## config.mk

```make
export PLATFORM = sky130hd
export DESIGN_NAME = id_ex_stage
export DESIGN_NICKNAME = d
export VERILOG_FILES = /design/src/rtl/id_ex_stage_pkg.sv /design/src/rtl/id_ex_stage_load_use_detect.sv /design/src/rtl/id_ex_stage.sv
export SDC_FILE = /design/constraint.sdc
export NUM_CORES = 1
export LEC_CHECK = 0
export ABC_AREA = 1
export BUFFER_PORTS_ARGS = -buffer_cell sky130_fd_sc_hd__buf_2
export CORE_ASPECT_RATIO = 1.1
export CORE_MARGIN = 1
export CORE_UTILIZATION = 24
export CTS_CLUSTER_DIAMETER = 30
export DETAILED_ROUTE_END_ITERATION = 6
export GPL_TIMING_DRIVEN = 0
export HOLD_SLACK_MARGIN = 0.15
export PLACE_DENSITY = 0.5
export SKIP_LAST_GASP = 1
export SLEW_MARGIN = 20
export SYNTH_ARGS = -nofsm -noshare
export SYNTH_HDL_FRONTEND = slang
export SYNTH_SLANG_ARGS = --single-unit
```

## constraint.sdc

```tcl
create_clock -name clk -period 1.7 [get_ports clk]
set_clock_uncertainty 0.15 [all_clocks]
set_input_delay 0 -clock clk [delete_from_list [all_inputs] [get_ports clk]]
set_output_delay 0 -clock clk [all_outputs]
set_load 0.05 [all_outputs]
```

## src/rtl/id_ex_stage_pkg.sv

```systemverilog
// rtl/id_ex_stage_pkg.sv - shared MIPS32 control-word layout and register constants
package id_ex_stage_pkg;

  localparam int CTRL_W          = 10;
  localparam int CTRL_REG_WRITE  = 9;
  localparam int CTRL_MEM_READ   = 8;
  localparam int CTRL_MEM_WRITE  = 7;
  localparam int CTRL_MEM_TO_REG = 6;
  localparam int CTRL_ALU_SRC    = 5;
  localparam int CTRL_REG_DST    = 4;
  localparam int CTRL_ALUOP      = 0;

  localparam logic [4:0] REG_ZERO = 5'd0;

  // Field width of alu_op in the default packing; mem_read sits this far above it.
  localparam int CTRL_ALUOP_W = CTRL_REG_DST - CTRL_ALUOP;

endpackage

```

## src/rtl/id_ex_stage_load_use_detect.sv

```systemverilog
// rtl/id_ex_stage_load_use_detect.sv - combinational load-use hazard term for the ID/EX stage
module load_use_detect
  import id_ex_stage_pkg::*;
#(
  parameter int REG_W = 5
) (
  input  logic             ex_valid,
  input  logic             ex_mem_read,
  input  logic [REG_W-1:0] ex_rt,
  input  logic             id_valid,
  input  logic [REG_W-1:0] id_rs,
  input  logic [REG_W-1:0] id_rt,
  input  logic             id_uses_rt,
  output logic             hazard
);

  logic rt_nonzero;
  logic rs_match;
  logic rt_match;

  // $0 is hardwired to zero, so a load into it never produces a dependency.
  assign rt_nonzero = (ex_rt != REG_W'(REG_ZERO));
  assign rs_match   = (ex_rt == id_rs);
  assign rt_match   = id_uses_rt && (ex_rt == id_rt);

  assign hazard = ex_valid && ex_mem_read && rt_nonzero && id_valid && (rs_match || rt_match);

endmodule

```

## src/rtl/id_ex_stage.sv

```systemverilog
// rtl/id_ex_stage.sv - ID/EX pipeline register with load-use stall and flush; HAZARD_STATS_EN adds stall/flush counters
module id_ex_stage
  import id_ex_stage_pkg::*;
#(
  parameter int DATA_W  = 32,
  parameter int REG_W   = 5,
  parameter int ALUOP_W = 4
) (
  input  logic                 clk,
  input  logic                 rst_n,
  input  logic                 id_valid,
  input  logic [REG_W-1:0]     id_rs,
  input  logic [REG_W-1:0]     id_rt,
  input  logic [REG_W-1:0]     id_rd,
  input  logic                 id_uses_rt,
  input  logic [DATA_W-1:0]    id_rs_data,
  input  logic [DATA_W-1:0]    id_rt_data,
  input  logic [DATA_W-1:0]    id_imm,
  input  logic [ALUOP_W+5:0]   id_ctrl,
  input  logic                 flush,
  output logic                 ex_valid,
  output logic [REG_W-1:0]     ex_rs,
  output logic [REG_W-1:0]     ex_rt,
  output logic [REG_W-1:0]     ex_rd,
  output logic [DATA_W-1:0]    ex_rs_data,
  output logic [DATA_W-1:0]    ex_rt_data,
  output logic [DATA_W-1:0]    ex_imm,
  output logic [ALUOP_W+5:0]   ex_ctrl,
  output logic                 pc_write,
  output logic                 if_id_write
`ifdef HAZARD_STATS_EN
  ,
  output logic [31:0]          stall_cnt,
  output logic [31:0]          flush_cnt
`endif
);

  // Control bits above alu_op keep their positions relative to the alu_op field width.
  localparam int MEM_READ_BIT = CTRL_MEM_READ - CTRL_ALUOP_W + ALUOP_W;
  localparam int CW           = ALUOP_W + 6;

  logic hazard;

  load_use_detect #(
    .REG_W (REG_W)
  ) u_load_use_detect (
    .ex_valid    (ex_valid),
    .ex_mem_read (ex_ctrl[MEM_READ_BIT]),
    .ex_rt       (ex_rt),
    .id_valid    (id_valid),
    .id_rs       (id_rs),
    .id_rt       (id_rt),
    .id_uses_rt  (id_uses_rt),
    .hazard      (hazard)
  );

  // A flush must let the fetch redirect land even while a stall is pending.
  assign pc_write    = !hazard || flush;
  assign if_id_write = !hazard || flush;

  always_ff @(posedge clk) begin
    if (!rst_n) begin
      ex_valid   <= 1'b0;
      ex_rs      <= '0;
      ex_rt      <= '0;
      ex_rd      <= '0;
      ex_rs_data <= '0;
      ex_rt_data <= '0;
      ex_imm     <= '0;
      ex_ctrl    <= '0;
    end else if (flush) begin
      ex_valid   <= 1'b0;
      ex_rs      <= '0;
      ex_rt      <= '0;
      ex_rd      <= '0;
      ex_rs_data <= '0;
      ex_rt_data <= '0;
      ex_imm     <= '0;
      ex_ctrl    <= '0;
    end else begin
      ex_rs      <= id_rs;
      ex_rt      <= id_rt;
      ex_rd      <= id_rd;
      ex_rs_data <= id_rs_data;
      ex_rt_data <= id_rt_data;
      ex_imm     <= id_imm;
      if (hazard) begin
        ex_valid <= 1'b0;
        ex_ctrl  <= '0;
      end else begin
        ex_valid <= id_valid;
        ex_ctrl  <= id_valid ? id_ctrl : CW'(0);
      end
    end
  end

`ifdef HAZARD_STATS_EN
  always_ff @(posedge clk) begin
    if (!rst_n) begin
      stall_cnt <= '0;
      flush_cnt <= '0;
    end else begin
      if (hazard && !flush && stall_cnt != 32'hFFFF_FFFF) begin
        stall_cnt <= stall_cnt + 32'd1;
      end
      if (flush && flush_cnt != 32'hFFFF_FFFF) begin
        flush_cnt <= flush_cnt + 32'd1;
      end
    end
  end
`endif

endmodule

```

== Yosys cells after proc, flatten, opt, wreduce, memory -nomap -nowiden ==
Index checks and enable logic that the tools add are counted.

* Equal/unequal tests: 2
* Bitwise logic cells: 2
* Reductions and logical operators: 12

{| class="wikitable"
|+ Operator list
! cell !! count
|-
| 5-bit equality test || 2
|-
| 1-bit logical AND || 5
|-
| 5-bit nonzero test || 1
|-
| 4-bit OR reduction || 1
|-
| 3-bit OR reduction || 1
|-
| 1-bit logical OR || 2
|-
| 1-bit NOT || 2
|-
| 2-bit OR reduction || 1
|-
| 1-bit logical NOT || 1
|}

* Register bits: 122
* Input port bits: 126
* Output and inout bits: 124
* Logic and storage cells: 24

== Depth between registers and ports, before layout ==
* Depth after elaboration: 6
* Depth in mapped cells: 10
* Mapped depth without buffers: 9

== By module ==
Synthesis repeated with hierarchy kept, for this count alone.

* Cell total of the unflattened synthesis: 439
* Area total of the unflattened synthesis: 4508.1 um2

{| class="wikitable"
|+ Modules (own cells, without submodules)
! module !! instances !! cells each !! area each (um2) !! seq. area each (um2)
|-
| id_ex_stage || 1 || 386 || 4286.6 || 2442.3
|-
| load_use_detect || 1 || 53 || 221.5 || 0.0
|}

== Least setup slack after synthesis ==
Ideal clock, no wire load.

* Path type: reg-to-output
* Start: reg ex_rt[4]
* End: out pc_write
* Arrival time: 1825 ps
* Data required time: 1550 ps
* Setup slack: -275 ps
* Stages on the path, launching flop included: 11
* Path buffers: 1
* Cell sequence: dfxtp_1 inv_1 nand2_1 nand2_1 nor2_1 nand3_1 nand2_1 nand2_2 inv_1 nand2_1 buf_4

* Word-level cells in the longest chain between the ends: 6
* Elaborated cells between the ends (all ways): 10
* Classes of those cells: 2 x eq/ne; 8 x reduce/logical

{| class="wikitable"
|+ RTL lines
! what !! line !! RTL
|-
| from (decl) || id_ex_stage.sv:23 || <nowiki>output logic [REG_W-1:0] ex_rt,</nowiki>
|-
| from (signal assigned) || id_ex_stage.sv:82 || <nowiki>ex_rt <= id_rt;</nowiki>
|-
| 5-bit equality test or 5-bit nonzero test (tied branches) || id_ex_stage_load_use_detect.sv:24, id_ex_stage_load_use_detect.sv:22 ||
|-
| 1-bit logical AND (on tied branches) || id_ex_stage_load_use_detect.sv:24, id_ex_stage_load_use_detect.sv:26 ||
|-
| 1-bit logical OR or 1-bit logical AND (tied branches) || id_ex_stage_load_use_detect.sv:26 || <nowiki>assign hazard = ex_valid && ex_mem_read && rt_nonzero && id_valid && (rs_match || rt_match);</nowiki>
|-
| 1-bit logical AND * || id_ex_stage_load_use_detect.sv:26 ||
|-
| 1-bit logical NOT * || n/a ||
|-
| 1-bit logical OR * || n/a ||
|-
| to (decl) || id_ex_stage.sv:29 || <nowiki>output logic pc_write,</nowiki>
|}

Mark *: on every way between the ends. The rest lies on a longest branch, timed or not.

== Final worst setup path ==
* Start: reg ex_rt[4]
* End: out pc_write

* Word-level cells in the longest chain between the ends: 6
* Elaborated cells between the ends (all ways): 10
* Classes of those cells: 2 x eq/ne; 8 x reduce/logical

{| class="wikitable"
|+ RTL lines
! what !! line !! RTL
|-
| 5-bit equality test or 5-bit nonzero test (tied branches) || id_ex_stage_load_use_detect.sv:24, id_ex_stage_load_use_detect.sv:22 ||
|-
| 1-bit logical AND (on tied branches) || id_ex_stage_load_use_detect.sv:24, id_ex_stage_load_use_detect.sv:26 ||
|-
| 1-bit logical OR or 1-bit logical AND (tied branches) || id_ex_stage_load_use_detect.sv:26 ||
|-
| 1-bit logical AND * || id_ex_stage_load_use_detect.sv:26 ||
|-
| 1-bit logical NOT * || id_ex_stage.sv:58 || <nowiki>assign pc_write = !hazard || flush;</nowiki>
|-
| 1-bit logical OR * || id_ex_stage.sv:58 ||
|}

Marked as above.

==> summary.md <==
| Metric | Value |
|---|---|
| Required @ worst endpoint | 1550 ps |
| Relative slew margins | 82.1% |
| Number of violations reported at the end of detailed-routing iteration 0 | 92 |
| Syn Inst Count | 433 |
| CP top delay family | buffers and inverters |
| Signed area change from the synthesized netlist to the final layout | 98.6% |
| DR WL/cell | 10.7 um |
| Vias per cell | 3.73 |
| Net count of the finished layout | 975 |
| Yosys Warn Count | 0 |
| Root Driver | sky130_fd_sc_hd__clkbuf_16 |
| Post-synthesis compound-gate area fraction | 0% |
| Count of buffer and inverter cells on the critical path | 6 |
| Area share of the largest cell type after synthesis | between 60 and 70% |
| Clk network pwr share | 46.5% |
| GR Overflow Total | 0 |
| Top post-synthesis cells by area | sky130_fd_sc_hd__dfxtp_1 67%, sky130_fd_sc_hd__inv_1 13%, sky130_fd_sc_hd__nor2_1 13%, sky130_fd_sc_hd__nand2_1 3.0%, sky130_fd_sc_hd__buf_2 1.4% |
| Result of the run | finished, violations left |
| Post-synthesis async set-or-reset flop share | 0% |
| Crit path max-delay cell type | sky130_fd_sc_hd__dfxtp_2 |
| Unrepaired setup endpoints after global routing | yes |
| Setup Crit Path Kind | flip-flop to output pin |
| Classification of the worst-slack hold path | input pin to flip-flop |
| Distinct cells, synth | 14 |
| Routed WL | 11300 um |
| Register area share after synthesis | 66.7% |
| Multiplexer fraction of the synthesized cell area | 0% |
| Switching portion of total power | about a quarter |
| Syn Nets | 559 |
| Share of the cycle needed by the critical path after routing | 104% |
| Number of buffer cells added on primary ports | 249 |
| Maximum VDD drop | 0.619 mV |
| Most common cell in the netlist | sky130_fd_sc_hd__inv_1 |
| Max-slew violation total from the final report | 0 |
| Worst Setup Start Kind | flip-flop |
| Half-perimeter wire length after detailed placement | roughly 7500 um |
| Vertical die dimension | 132 um |
| DRC Markers | 0 |
| Final critical path time including I/O delays and setup | 1770 ps |
| Via count of the first global-routing pass | approximately 4.1k |
| Fraction of layout cells with a size suffix above 1 | between 30 and 40% |
| Post-synthesis cell type with the largest combined area | sky130_fd_sc_hd__dfxtp_1 |
| H-tree levels | 4 |
| Sw power | 0.00194 W |
| Area of the placeable core | 14700 um2 |
| Clock latency reported for the late side of the worst-skew pair | 400 ps |
| Crit path arrival time | roughly 1600 ps |
| Final weighted congestion of routability-driven global placement | around 0.8 |
| Total of flip-flops plus latches after synthesis | between 100 and 150 |
| Maximum clock path buffer count | 2 |
| Number of flops mapped to enable cells by yosys | 0 |
| Setup TNS after final layout | -120 ps |
| Share of synthesized cell area in and, or, nand and nor gates | between 15 and 20% |
| CTS clk-pin slew, worst paths | 60 ps |
| Number of endpoints with negative hold slack in the final report | 0 |
| Static leakage | 4.21 nW |
| Xor/xnor share of the synthesized area | 0.239% |
| Cells along the critical path | inv_2, buf_4, nand4_1, nand4_1, inv_1, nand2_2, inv_2, nand2_2, buf_6, buf_8 |
| Internal power | 0.00576 W |
| TritonCTS clock tree | built |
| Antenna violations before repair | 0 |
| Post-layout total power | 0.00770 W |
| Combinational power share | 14.5% |
| Final setup margin | -66.0 ps |
| Clock sinks | 122 |
| Crit path max fanout | 4 |
| Maximum single-stage delay on the critical path | 360 ps |
| Slew of the pin with the lowest slew margin | 271 ps |
| Type of destination of the critical path | output pin |
| Number of inserted diodes | 0 |
| # setup viols final | 2 |
| First-pass GRT wire length | around 18000 um |
| Count of standard-cell rows | 46 |
| Power per Cell Area | 1060 nW/um2 |
| Post-synthesis instance area | ~3700 um2 |
| Effective utilization at floorplan | 24.9% |
| Antenna Nets Post-Route | 0 |
| Violations in the final reports | setup timing |
| Post-synthesis area per instance | 8.45 um2 |
| Gr usage total | 14.4% |
| Total die area | 15800 um2 |
| List of most frequent post-synthesis cells | 130 x sky130_fd_sc_hd__inv_1, 126 x sky130_fd_sc_hd__nor2_1, 122 x sky130_fd_sc_hd__dfxtp_1 |
| I/O pins | 250 |
| Sequential fraction of design power | 39.0% |
| Number of search-and-repair iterations in the first detailed-routing pass | 4 |
| Max Freq | between 500 and 600 MHz |
| Most used DFF post-synth | sky130_fd_sc_hd__dfxtp_1 |
| Adder and majority cell fraction of the synthesized area | 0% |
| Total number of vias | between 3k and 4k |
| Number of CTS-inserted buffers | 17 |
| Combinational family with the most area after synthesis | simple AND/OR/NAND/NOR gates |
| Pin count of the biggest net entering global routing | 17 |
| Number of maximum-capacitance constraint violations | 0 |
| X dimension of the die | approximately 120 um |
==> sequential cells by signal, summed over array words and instances, names as in the netlist <==
| signal | flops |
|---|---|
| ex_ctrl | 10 |
| ex_rs_data | 32 |
| ex_rt_data | 32 |
| ex_rs | 5 |
| ex_valid | 1 |
| ex_rd | 5 |
| ex_imm | 32 |
| ex_rt | 5 |
==> path summary, 6_finish.rpt <==
path                                end                 from  slack [ps]  cells after the start
setup / recovery               pc_write  ex_rt[4]$_SDFF_PP0_         -70                     10
hold / removal    ex_ctrl[9]$_SDFF_PP0_             id_rs[3]         180                     10
setup reg to reg  ex_ctrl[2]$_SDFF_PP0_  ex_rt[4]$_SDFF_PP0_         200                     10
hold reg to reg   ex_ctrl[9]$_SDFF_PP0_  ex_valid$_SDFF_PP0_         640                      6
==> layout make-up <==
| class | count | area, um2 |
|---|---|---|
| Fill cell | 1359 | 7410 |
| Timing Repair Buffer | 397 | 2730 |
| Sequential cell | 122 | 2460 |
| Multi-Input combinational cell | 165 | 658 |
| Inverter | 131 | 494 |
| Clock buffer | 20 | 447 |
| Tap cell | 192 | 240 |
| Clock inverter | 12 | 149 |
| Buffer | 15 | 90.1 |
==> metrics by stage <==
step | utilization [%] | setup slack, ps | hold WS, ps | instance area [um2] | cells
3_3_place_gp | 35.1 | 256 | 62.8 | 5160 | 874
6_report | 49.5 | -66.0 | 184 | 7270 | 1054
3_5_place_dp | 35.1 | 251 | 69.2 | 5160 | 874
5_1_grt | 49.5 | -216 | 190 | 7270 | 1054
4_1_cts | 49.3 | -90.8 | 154 | 7230 | 1053
2_1_floorplan | - | 87.1 | -37.9 | 3670 | 433
==> kinds of logic after synthesis <==
group,count (synthesis)
buf+inv,146
flops,122
simple gates,164
xor+xnor,1
==> cell usage in the layout (no fill, tap or decap), types with 2 or more instances in the layout <==
cell type and instances:
sky130_fd_sc_hd__buf_2 258, sky130_fd_sc_hd__dlygate4sd3_1 146, sky130_fd_sc_hd__inv_1 126, sky130_fd_sc_hd__nor2_1 125, sky130_fd_sc_hd__dfxtp_1 117, sky130_fd_sc_hd__nand2_1 24, sky130_fd_sc_hd__clkbuf_16 17, sky130_fd_sc_hd__nand2_2 7
sky130_fd_sc_hd__clkinv_2 5, sky130_fd_sc_hd__inv_2 4, sky130_fd_sc_hd__dfxtp_4 4, sky130_fd_sc_hd__nor2_2 3, sky130_fd_sc_hd__nand3_1 3, sky130_fd_sc_hd__buf_4 3, sky130_fd_sc_hd__bufinv_16 3, sky130_fd_sc_hd__clkinv_4 3
sky130_fd_sc_hd__nand4_1 2, sky130_fd_sc_hd__buf_6 2, sky130_fd_sc_hd__clkbuf_2 2, sky130_fd_sc_hd__clkbuf_1 2
==> routing by layer <==
metal	global-route usage, %	wire length [um]
met1	13.7	4260
met2	27.5	5980
met3	4.77	791
met4	6.39	243
met5	0	0
==> power groups by stage <==
stage / registers, W / clock network (W) / logic, W
6_report: 0.00300 / 0.00358 / 0.00112
5_1_grt: 0.00301 / 0.00383 / 0.00120
4_1_cts: 0.00301 / 0.00368 / 0.00111
3_5_place_dp: 0.00307 / 0 / 0.000862
3_3_place_gp: 0.00306 / 0 / 0.000857
2_1_floorplan: 0.00346 / 0 / 0.000164
==> worst register-to-register path: cells and delay by family (launching register included) <==
family | cells | cell delay, ps
AND/OR/NAND/NOR | 5 | 350
buffers and inverters | 5 | 530
flip-flops | 1 | 360
==> what timing repair did <==
action,in CTS,in global routing
buffers inserted,1,1
endpoints found under the hold margin,122,0
endpoints found under the setup margin,2,21
pin swaps,4,9
hold buffers,146,0
gates resized for setup,6,16
No activity file was read; power rests on OpenSTA's default activity.
